===== config.mk =====
export PLATFORM = sky130hd
export DESIGN_NAME = buffer_read_controller
export DESIGN_NICKNAME = d
export VERILOG_FILES = /design/src/rtl/buffer_read_controller.sv
export SDC_FILE = /design/constraint.sdc
export NUM_CORES = 1
export LEC_CHECK = 0
export BUFFER_PORTS_ARGS = -buffer_cell sky130_fd_sc_hd__buf_2
export CORE_MARGIN = 3
export CORE_UTILIZATION = 41
export CTS_CLUSTER_SIZE = 8
export DETAILED_ROUTE_END_ITERATION = 8
export PLACE_DENSITY = 0.7
export SYNTH_ARGS = -nofsm -noshare
export SYNTH_HDL_FRONTEND = slang
export SYNTH_SLANG_ARGS = --single-unit

===== constraint.sdc =====
create_clock -name clk -period 5.93 [get_ports clk]
set_clock_uncertainty 0.1 [all_clocks]
set_input_delay 0.593 -clock clk [delete_from_list [all_inputs] [get_ports clk]]
set_output_delay 0.593 -clock clk [all_outputs]
set_load 0.03 [all_outputs]

===== src/rtl/buffer_read_controller.sv =====
// Drains a fixed-length burst from a PE scratchpad FIFO into the MAC datapath via a 2-entry staging buffer.
// Latency: first out_valid 2 cycles after the edge that accepts start; then 1 word/cycle sustained.
// Backpressure: pops stop when staged + in-flight words would exceed 2; optional stall counter under BUF_RD_PERF_EN.
module buffer_read_controller #(
  parameter int DATA_W = 16,
  parameter int LEN_W  = 8
) (
  input  logic              clk,
  input  logic              rstn,
  input  logic              en,
  input  logic              start,
  input  logic [LEN_W-1:0]  burst_len,
  input  logic              fifo_empty,
  output logic              fifo_ren,
  input  logic [DATA_W-1:0] fifo_rdata,
  output logic              out_valid,
  output logic [DATA_W-1:0] out_data,
  input  logic              out_ready,
  output logic              busy,
  output logic              done
`ifdef BUF_RD_PERF_EN
  ,
  output logic [15:0]       stall_cnt
`endif
);

  typedef enum logic [1:0] {
    S_IDLE  = 2'd0,
    S_FETCH = 2'd1,
    S_DRAIN = 2'd2,
    S_DONE  = 2'd3
  } state_t;

  state_t             state_q, state_d;
  logic [LEN_W-1:0]   len_q;
  logic [LEN_W-1:0]   issued_q;
  logic [LEN_W-1:0]   delivered_q;
  logic               accept;

  logic [DATA_W-1:0]  stg_q [2];
  logic               hd_q, tl_q;
  logic [1:0]         occ_q;
  logic               inflight_q;
  logic               out_pop;
  logic [1:0]         used;

  assign out_pop   = out_valid & out_ready;
  assign out_valid = (occ_q != 2'd0);
  assign out_data  = stg_q[hd_q];
  assign busy      = (state_q != S_IDLE);
  assign done      = (state_q == S_DONE);

  // A word leaving downstream this cycle frees its slot before the next capture,
  // so it is credited back; otherwise a steady stream would stall every other cycle.
  assign used = occ_q + {1'b0, inflight_q} - {1'b0, out_pop};

  // State register; holds while en is low
  always_ff @(posedge clk or negedge rstn) begin
    if (!rstn) state_q <= S_IDLE;
    else       state_q <= state_d;
  end

  // Next-state, pop strobe and start acceptance
  always_comb begin
    state_d  = state_q;
    fifo_ren = 1'b0;
    accept   = 1'b0;
    case (state_q)
      S_IDLE: begin
        if (en && start) begin
          accept  = 1'b1;
          state_d = (burst_len == '0) ? S_DONE : S_FETCH;
        end
      end
      S_FETCH: begin
        fifo_ren = en & ~fifo_empty & (issued_q < len_q) & (used < 2'd2);
        if (en && issued_q == len_q) state_d = S_DRAIN;
      end
      S_DRAIN: begin
        if (en && delivered_q == len_q && occ_q == 2'd0) state_d = S_DONE;
      end
      S_DONE: begin
        if (en) state_d = S_IDLE;
      end
      default: state_d = S_IDLE;
    endcase
  end

  // Burst length latch and issued/delivered counters
  always_ff @(posedge clk or negedge rstn) begin
    if (!rstn) begin
      len_q       <= '0;
      issued_q    <= '0;
      delivered_q <= '0;
    end else if (accept) begin
      len_q       <= burst_len;
      issued_q    <= '0;
      delivered_q <= '0;
    end else begin
      if (fifo_ren) issued_q    <= issued_q + LEN_W'(1);
      if (out_pop)  delivered_q <= delivered_q + LEN_W'(1);
    end
  end

  // Read-latency tracking and staging buffer; runs regardless of en so in-flight data lands
  always_ff @(posedge clk or negedge rstn) begin
    if (!rstn) begin
      inflight_q <= 1'b0;
      stg_q[0]   <= '0;
      stg_q[1]   <= '0;
      hd_q       <= 1'b0;
      tl_q       <= 1'b0;
      occ_q      <= 2'd0;
    end else begin
      inflight_q <= fifo_ren;
      if (inflight_q) begin
        stg_q[tl_q] <= fifo_rdata;
        tl_q        <= ~tl_q;
      end
      if (out_pop) hd_q <= ~hd_q;
      case ({inflight_q, out_pop})
        2'b10:   occ_q <= occ_q + 2'd1;
        2'b01:   occ_q <= occ_q - 2'd1;
        default: occ_q <= occ_q;
      endcase
    end
  end

`ifdef BUF_RD_PERF_EN
  // Saturating count of cycles the fetch stage waited on an empty FIFO
  always_ff @(posedge clk or negedge rstn) begin
    if (!rstn) begin
      stall_cnt <= 16'd0;
    end else if (accept) begin
      stall_cnt <= 16'd0;
    end else if (state_q == S_FETCH && en && fifo_empty && issued_q < len_q &&
                 stall_cnt != 16'hFFFF) begin
      stall_cnt <= stall_cnt + 16'd1;
    end
  end
`endif

endmodule


==> run_summary.xml, run 1 <==
<?xml version="1.0" encoding="UTF-8"?>
<metrics>
  <group name="timing">
    <metric name="timing.fmax" unit="MHz">307</metric>
    <metric name="report.final.setup_viol" unit="">0</metric>
    <metric name="ratio_of_final_minimum_period_to_clock_period" unit="">0.550</metric>
    <metric name="finalHoldViolations" unit="">0</metric>
    <metric name="rsz_0062_raised_after_global_routing" unit="">no</metric>
    <metric name="transition_time_of_the_tightest_slew_check_pin" unit="ns">0.795</metric>
    <metric name="timing.setup.tns" unit="ns">0</metric>
    <metric name="period_needed" unit="ns">3.26</metric>
    <metric name="max_slew_margin" unit="">0.470</metric>
    <metric name="slew_viol_final" unit="">0</metric>
  </group>
  <group name="clocking">
    <metric name="tritoncts" unit="">done</metric>
    <metric name="cts_post_setup_buffers_inserted" unit="">0</metric>
    <metric name="cts_max_level" unit="">3</metric>
    <metric name="cts.reportedPaths.clkPinSlew" unit="ns">0.08</metric>
    <metric name="cts_inserted_buffers" unit="">9</metric>
    <metric name="clk-insertion-delay-late" unit="ns">0.34</metric>
    <metric name="post_cts_resize_count" unit="">0</metric>
    <metric name="numClockSinks" unit="">63</metric>
    <metric name="clock_path_buffers" unit="">2</metric>
    <metric name="number_of_buffers_inserted_for_hold_repair_after_clock_tree_synthesis" unit="">0</metric>
    <metric name="clock_tree.root_cell" unit="">clkbuf_8</metric>
  </group>
  <group name="synthesis">
    <metric name="main_combinational_cell_family_by_area_after_synthesis" unit="">multiplexers</metric>
    <metric name="post_synth_fa_ha_maj_area_fraction" unit="">0.0629</metric>
    <metric name="syn-num-nets" unit="">322</metric>
    <metric name="postSynthAreaPerCell" unit="sq um">11.5</metric>
    <metric name="synth_simple_gate_area_frac" unit="">0.106</metric>
    <metric name="synthMuxAreaShare" unit="">0.180</metric>
    <metric name="synth-seq-cells" unit="">63</metric>
    <metric name="synthDistinctLibCells" unit="">32</metric>
    <metric name="synth_compound_gate_area_share" unit="">0.0633</metric>
    <metric name="post_synth_xor_area_fraction" unit="">0.0606</metric>
    <metric name="netlist_area" unit="sq um">3180</metric>
    <metric name="synth_top_area_frac" unit="">0.495</metric>
    <metric name="yosysTopAreaCell" unit="">dfrtp_1</metric>
    <metric name="yosysSeqAreaShare" unit="">0.495</metric>
    <metric name="syn_inst" unit="">276</metric>
    <metric name="synth_warnings" unit="">0</metric>
    <metric name="ys_top_cells_by_area" unit="">dfrtp_1, mux2_2, ha_1, xor2_1, a21oi_1</metric>
  </group>
  <group name="setup_path">
    <metric name="critical_path.startpoint_type" unit="">register</metric>
    <metric name="worstSetupPathType" unit="">register to primary output</metric>
    <metric name="setup.reg_to_reg.worst_slack" unit="ns">3.22</metric>
    <metric name="critical-path-max-stage-delay" unit="ns">0.43</metric>
    <metric name="timing.critical_path.from" unit="">occ_q[0]</metric>
    <metric name="max_fo_critical_path" unit="">15</metric>
    <metric name="rr_endpoint" unit="">issued_q[3]</metric>
    <metric name="critical-path-slowest-cell" unit="">dfrtp_1</metric>
    <metric name="sequence_of_cells_on_the_critical_path" unit="">o21a_1, ha_1, and2b_1, xnor2_1, or3_4, nor2_1, buf_2</metric>
    <metric name="worstReg2RegStart" unit="">occ_q[0]</metric>
    <metric name="timing.critical_path.to_type" unit="">primary output</metric>
    <metric name="worstPathArrival" unit="ns">2.57</metric>
    <metric name="timing.reg2reg.worst_path_depth" unit="">7</metric>
    <metric name="worst_ep_required_time" unit="ns">5.24</metric>
  </group>
  <group name="drt">
    <metric name="drt_pass1_iterations" unit="">4</metric>
    <metric name="route.detailed.drc" unit="">0</metric>
    <metric name="avgRoutedWirePerCell" unit="um">14.1</metric>
    <metric name="route.final.wire_length" unit="mm">6.12</metric>
    <metric name="detail-route-antenna-nets" unit="">0</metric>
    <metric name="drt_iter0_drc" unit="">78</metric>
    <metric name="dr_total_vias" unit="">2241</metric>
    <metric name="via_per_inst" unit="">5.18</metric>
  </group>
  <group name="floorplan">
    <metric name="ios" unit="">50</metric>
    <metric name="floorplan.die.height" unit="um">94.1</metric>
    <metric name="fp-row-count" unit="">31</metric>
    <metric name="floorplan.die.width" unit="um">94.1</metric>
    <metric name="design.core.area" unit="sq um">7410</metric>
    <metric name="floorplan.die_area" unit="sq um">8850</metric>
    <metric name="initial_utilization" unit="">0.429</metric>
  </group>
  <group name="power">
    <metric name="power.ir.vdd_worst" unit="uV">241</metric>
    <metric name="powerDensity" unit="nW/um^2">537</metric>
    <metric name="p_leak" unit="nW">1.75</metric>
  </group>
  <group name="grt">
    <metric name="grt_start_max_net_pins" unit="">64</metric>
    <metric name="global_route.usage.total" unit="">0.151</metric>
    <metric name="grt_pass1_wl" unit="mm">10.5</metric>
    <metric name="grt.overflow.total" unit="">0</metric>
    <metric name="grt_antenna_before_repair" unit="">0</metric>
    <metric name="first_global_vias" unit="">2258</metric>
  </group>
  <group name="final_layout">
    <metric name="finish.net_count" unit="">375</metric>
    <metric name="drive_gt1_frac" unit="">0.359</metric>
    <metric name="insertedDiodeCount" unit="">0</metric>
    <metric name="layout.filler_cells" unit="">687</metric>
    <metric name="most-common-layout-cells" unit="">dfrtp_1, mux2_2, buf_2</metric>
    <metric name="area_growth_syn_to_layout" unit="%">18.3</metric>
    <metric name="finish.instance_area" unit="sq um">3760</metric>
    <metric name="layout.cells.most_common" unit="">dfrtp_1</metric>
  </group>
  <group name="run">
    <metric name="timing.max_cap.violations" unit="">0</metric>
  </group>
  <group name="placed_design">
    <metric name="port_buffers" unit="">49</metric>
    <metric name="postPlaceCellArea" unit="sq um">3530</metric>
    <metric name="dp_hpwl" unit="mm">4.26</metric>
    <metric name="gp_routability_congestion" unit="">0.762</metric>
  </group>
  <group name="run_status">
    <metric name="status" unit="">finished clean</metric>
  </group>
  <group name="min_path">
    <metric name="holdCritPathClass" unit="">input port to async pin</metric>
  </group>
</metrics>
kinds of logic after synthesis:
logic type	after synthesis
multiplexers	51
adder cells (fa/ha/maj)	16
buffers and inverters	25
AO/OA/AOI/OAI	34
flip-flops	63
AND/OR/NAND/NOR	65
XOR/XNOR	22
area by class of cell:
class,count,area (sq um),share of cell area
sequential,63,1580,0.419
multi-input combinational,188,1500,0.400
timing repair buffer,53,275,0.0731
clock buffer,10,138,0.0366
tap,99,124,0.0329
clock inverter,6,93.8,0.0249
inverter,14,52.6,0.0140
synthesized netlist by cell type, drive strengths merged:
master / instances
clkbuf: 10
nor3: 2
nand4: 8
nand2: 17
inv: 14
and4bb: 1
mux2i: 2
a21o: 1
nor4: 3
and2b: 1
o211ai: 1
or4: 6
or2: 1
ha: 16
xor2: 15
and4: 1
nor2b: 1
o21ai: 9
and3: 2
o21a: 1
or3: 1
o31ai: 6
buf: 1
dfrtp: 63
nand3: 3
o32a: 1
nor2: 17
a21oi: 14
and2: 1
xnor2: 7
mux2: 49
a221oi: 1
worst max-delay path, delay by kind of cell (launching register included):
family | cells | cell delay [ns]
AOI/OAI and AO/OA | 1 | 0.32
buffers and inverters | 1 | 0.21
xor gates and xnor gates | 1 | 0.14
DFF | 1 | 0.43
and+or+nand+nor | 3 | 0.75
adders and majority gates | 1 | 0.37
report_power, final:
part	switching [mW]	internal, mW
Sequential	0.141	0.607
Clock	0.177	0.250
Combinational	0.466	0.380
routing by layer:
metal	wire (um)	up-vias	global-route usage
met5	0	-	0
met4	46	0	0.0325
met3	432	7	0.0577
met2	2740	66	0.240
met1	2900	1083	0.195
li1	-	1085	-
through the flow:
stage / setup slack (ns) / cells / hold slack [ns] / power [mW] / utilization
floorplan: 2.77 / 276 / 0.197 / 1.40 / -
global placement: 2.90 / 417 / 0.377 / 1.58 / 0.477
detailed placement: 2.87 / 417 / 0.381 / 1.60 / 0.477
CTS: 2.64 / 433 / 0.340 / 2.04 / 0.508
global route: 2.53 / 433 / 0.376 / 2.16 / 0.508
finish: 2.67 / 433 / 0.287 / 2.02 / 0.508
how the worst max path moves through the flow:
stage	end	depth (start not counted)	slack, ns
global route	fifo_ren	7	2.53
global placement	fifo_ren	8	2.90
finish	fifo_ren	7	2.67
CTS	fifo_ren	7	2.64
floorplan	fifo_ren	8	2.77
detailed placement	fifo_ren	8	2.87
sequential cells by signal (all words and copies together) (netlist names):
name / count
hd_q: 1
inflight_q: 1
issued_q: 8
len_q: 8
stg_q: 32
state_q: 2
tl_q: 1
delivered_q: 8
occ_q: 2
Note: power is estimated with default switching activity, not from simulation.
==> run 2, diff against run 1 <==
--- a/config.mk
+++ b/config.mk
@@ -5,12 +5,13 @@
 export SDC_FILE = /design/constraint.sdc
 export NUM_CORES = 1
 export LEC_CHECK = 0
+export ABC_AREA = 1
 export BUFFER_PORTS_ARGS = -buffer_cell sky130_fd_sc_hd__buf_2
 export CORE_MARGIN = 3
 export CORE_UTILIZATION = 41
 export CTS_CLUSTER_SIZE = 8
 export DETAILED_ROUTE_END_ITERATION = 8
-export PLACE_DENSITY = 0.7
+export PLACE_DENSITY = 0.69
 export SYNTH_ARGS = -nofsm -noshare
 export SYNTH_HDL_FRONTEND = slang
 export SYNTH_SLANG_ARGS = --single-unit
==> constraint.sdc (replaced) <==
create_clock -name clk -period 3.4 [get_ports clk]
set_clock_uncertainty 0.1 [all_clocks]
set_input_delay 0.34 -clock clk [delete_from_list [all_inputs] [get_ports clk]]
set_output_delay 0.34 -clock clk [all_outputs]
set_load 0.03 [all_outputs]
==> run_summary.xml, run 2 <==
<?xml version="1.0" encoding="UTF-8"?>
<metrics>
  <group name="run_status">
    <metric name="status" unit="">finished, violations left</metric>
    <metric name="violations_in_the_final_reports" unit="">negative hold slack</metric>
  </group>
  <group name="synthesis">
    <metric name="post_synth_fa_ha_maj_area_fraction" unit="">0.0583</metric>
    <metric name="netlist_area" unit="sq um">3430</metric>
    <metric name="synth_warnings" unit="">0</metric>
    <metric name="synthMuxAreaShare" unit="">0</metric>
    <metric name="synth_compound_gate_area_share" unit="">0.0871</metric>
    <metric name="ys_top_cells_by_area" unit="">dfrtp_1, nand2_1, ha_1, inv_1, o21ai_0</metric>
    <metric name="synth.top_cells.by_count" unit="">nand2_1, dfrtp_1, inv_1</metric>
    <metric name="async_reset_ff_frac" unit="">1.00</metric>
    <metric name="synth_edf_count" unit="">0</metric>
    <metric name="syn_inst" unit="">428</metric>
    <metric name="main_combinational_cell_family_by_area_after_synthesis" unit="">simple AND/OR/NAND/NOR gates</metric>
    <metric name="synth_top_area_frac" unit="">0.459</metric>
    <metric name="yosysSeqAreaShare" unit="">0.459</metric>
    <metric name="postSynthAreaPerCell" unit="sq um">8.02</metric>
    <metric name="post_synth_xor_area_fraction" unit="">0.0383</metric>
    <metric name="synth-seq-cells" unit="">63</metric>
    <metric name="synth_simple_gate_area_frac" unit="">0.277</metric>
    <metric name="yosysTopAreaCell" unit="">dfrtp_1</metric>
    <metric name="synth_ff_type" unit="">dfrtp_1</metric>
    <metric name="synth_most_common_cell" unit="">nand2_1</metric>
    <metric name="synthDistinctLibCells" unit="">34</metric>
    <metric name="syn-num-nets" unit="">474</metric>
  </group>
  <group name="final_layout">
    <metric name="layout.core_utilization" unit="">0.500</metric>
    <metric name="layout.cells.most_common" unit="">nand2_1</metric>
    <metric name="insertedDiodeCount" unit="">0</metric>
    <metric name="layout.filler_cells" unit="">781</metric>
    <metric name="finish.net_count" unit="">523</metric>
    <metric name="top_register" unit="">stg_q</metric>
    <metric name="area_growth_syn_to_layout" unit="%">15.6</metric>
    <metric name="most-common-layout-cells" unit="">nand2_1, dfrtp_1, buf_2</metric>
    <metric name="drive_gt1_frac" unit="">0.187</metric>
    <metric name="fin_cells" unit="">584</metric>
    <metric name="largest_reg_flops" unit="">32</metric>
  </group>
  <group name="grt">
    <metric name="grt_antenna_before_repair" unit="">0</metric>
    <metric name="grt_pass1_wl" unit="mm">12.4</metric>
    <metric name="grt_start_max_net_pins" unit="">38</metric>
    <metric name="first_global_vias" unit="">2623</metric>
    <metric name="grt_use_met1" unit="">0.211</metric>
    <metric name="grt.met2_usage" unit="">0.251</metric>
    <metric name="grt.overflow.total" unit="">0</metric>
    <metric name="grt_use_met3" unit="">0.0546</metric>
    <metric name="gr-max-usage-layer" unit="">met2</metric>
    <metric name="global_route.usage.total" unit="">0.159</metric>
  </group>
  <group name="timing">
    <metric name="transition_time_of_the_tightest_slew_check_pin" unit="ns">1.08</metric>
    <metric name="timing.fmax" unit="MHz">371</metric>
    <metric name="finalHoldViolations" unit="">8</metric>
    <metric name="slew_viol_final" unit="">0</metric>
    <metric name="period_needed" unit="ns">2.70</metric>
    <metric name="worst_hold_slack" unit="ns">-0.00292</metric>
    <metric name="rsz_0062_raised_after_global_routing" unit="">no</metric>
    <metric name="timing.setup.tns" unit="ns">0</metric>
    <metric name="report.final.setup_viol" unit="">0</metric>
    <metric name="ratio_of_final_minimum_period_to_clock_period" unit="">0.793</metric>
    <metric name="max_slew_margin" unit="">0.282</metric>
  </group>
  <group name="setup_path">
    <metric name="max_fo_critical_path" unit="">9</metric>
    <metric name="worstSetupPathType" unit="">register to primary output</metric>
    <metric name="timing.critical_path.to_type" unit="">primary output</metric>
    <metric name="critical_path.startpoint_type" unit="">register</metric>
    <metric name="worst_ep_required_time" unit="ns">2.96</metric>
    <metric name="timing.reg2reg.worst_path_depth" unit="">11</metric>
    <metric name="worstPathArrival" unit="ns">2.26</metric>
    <metric name="worstReg2RegStart" unit="">occ_q[0]</metric>
    <metric name="setup.reg_to_reg.worst_slack" unit="ns">1.36</metric>
    <metric name="rr_endpoint" unit="">issued_q[7]</metric>
  </group>
  <group name="placed_design">
    <metric name="port_buffers" unit="">49</metric>
    <metric name="dp_hpwl" unit="mm">5.15</metric>
    <metric name="gp_routability_congestion" unit="">0.864</metric>
    <metric name="placed_cells" unit="">568</metric>
  </group>
  <group name="clocking">
    <metric name="post_cts_resize_count" unit="">0</metric>
    <metric name="cts_max_level" unit="">3</metric>
    <metric name="clk-insertion-delay-late" unit="ns">0.33</metric>
    <metric name="clock_tree.root_cell" unit="">clkbuf_8</metric>
    <metric name="number_of_buffers_inserted_for_hold_repair_after_clock_tree_synthesis" unit="">0</metric>
    <metric name="cts_inserted_buffers" unit="">9</metric>
    <metric name="clock_path_buffers" unit="">2</metric>
    <metric name="numClockSinks" unit="">63</metric>
    <metric name="cts_post_setup_buffers_inserted" unit="">0</metric>
    <metric name="cts.reportedPaths.clkPinSlew" unit="ns">0.07</metric>
    <metric name="tritoncts" unit="">done</metric>
  </group>
  <group name="floorplan">
    <metric name="initial_utilization" unit="">0.433</metric>
    <metric name="fp-row-count" unit="">32</metric>
    <metric name="design.core.area" unit="sq um">7930</metric>
    <metric name="floorplan.die.height" unit="um">97.5</metric>
    <metric name="floorplan.die.width" unit="um">97.5</metric>
    <metric name="floorplan.die_area" unit="sq um">9500</metric>
    <metric name="ios" unit="">50</metric>
  </group>
  <group name="drt">
    <metric name="drt_iter0_drc" unit="">98</metric>
    <metric name="dr_total_vias" unit="">2780</metric>
    <metric name="via_per_inst" unit="">4.76</metric>
    <metric name="avgRoutedWirePerCell" unit="um">12.2</metric>
    <metric name="detail-route-antenna-nets" unit="">0</metric>
    <metric name="route.final.wire_length" unit="mm">7.12</metric>
    <metric name="route.detailed.drc" unit="">0</metric>
    <metric name="drt_pass1_iterations" unit="">4</metric>
  </group>
  <group name="run">
    <metric name="timing.max_cap.violations" unit="">0</metric>
  </group>
  <group name="min_path">
    <metric name="holdCritPathClass" unit="">input port to async pin</metric>
  </group>
  <group name="power">
    <metric name="power.ir.vdd_worst" unit="uV">392</metric>
    <metric name="p_leak" unit="nW">2.15</metric>
    <metric name="powerDensity" unit="nW/um^2">918</metric>
  </group>
</metrics>
## run 2: final cells by class
class,instances,area [sq um],share of cell area
sequential,63,1580,0.397
clock inverter,4,53.8,0.0136
tap,102,128,0.0322
clock buffer,12,155,0.0391
timing repair buffer,51,260,0.0656
multi-input combinational,296,1580,0.399
inverter,56,213,0.0536
## run 2: power breakdown
part           switching (mW)  internal (mW)  total, mW  leakage [nW]
clock network           0.287          0.380      0.667        0.0988
logic                    1.12          0.551       1.67          1.28
registers               0.227           1.07       1.30         0.771
## run 2: cell families (layout without fill, tap and decap cells)
| family | Yosys count | count (layout) |
|---|---|---|
| xor+xnor | 15 | 15 |
| fa+ha+maj | 16 | 16 |
| flops | 63 | 63 |
| compound gates | 58 | 58 |
| simple gates | 207 | 207 |
| buf+inv | 69 | 123 |
## run 2: how the worst max path moves through the flow
| stage | from | to | slack, ns | cells past startpoint |
|---|---|---|---|---|
| finish | occ_q[0] | fifo_ren | 0.70 | 11 |
| global route | occ_q[0] | fifo_ren | 0.58 | 11 |
| CTS | occ_q[0] | fifo_ren | 0.68 | 11 |
| detailed placement | occ_q[0] | fifo_ren | 1.06 | 11 |
| global placement | occ_q[0] | fifo_ren | 1.11 | 11 |
| floorplan | occ_q[0] | fifo_ren | 1.23 | 10 |
## run 2: stage by stage
stage	power [mW]	area [sq um]	setup WS, ns
floorplan	2.55	3430	1.23
global placement	2.94	3760	1.11
detailed placement	3.00	3760	1.06
CTS	3.69	3970	0.675
global route	3.96	3970	0.577
finish	3.64	3970	0.704
## run 2: routing by layer
metal / wire [um] / vias up
li1: - / 1448
met3: 424 / 4
met1: 3420 / 1264
met2: 3230 / 64
met5: 0 / -
met4: 39 / 0
## run 2: worst max-delay path: stages, from the launching register on
cell and delay [ns]:
dfrtp_1 0.43, inv_2 0.12, nand2_4 0.07, nand2_4 0.10
inv_4 0.06, ha_1 0.34, nor2_4 0.14, o21ai_2 0.10
nor2_8 0.22, nand2_8 0.10, inv_2 0.06, buf_2 0.18
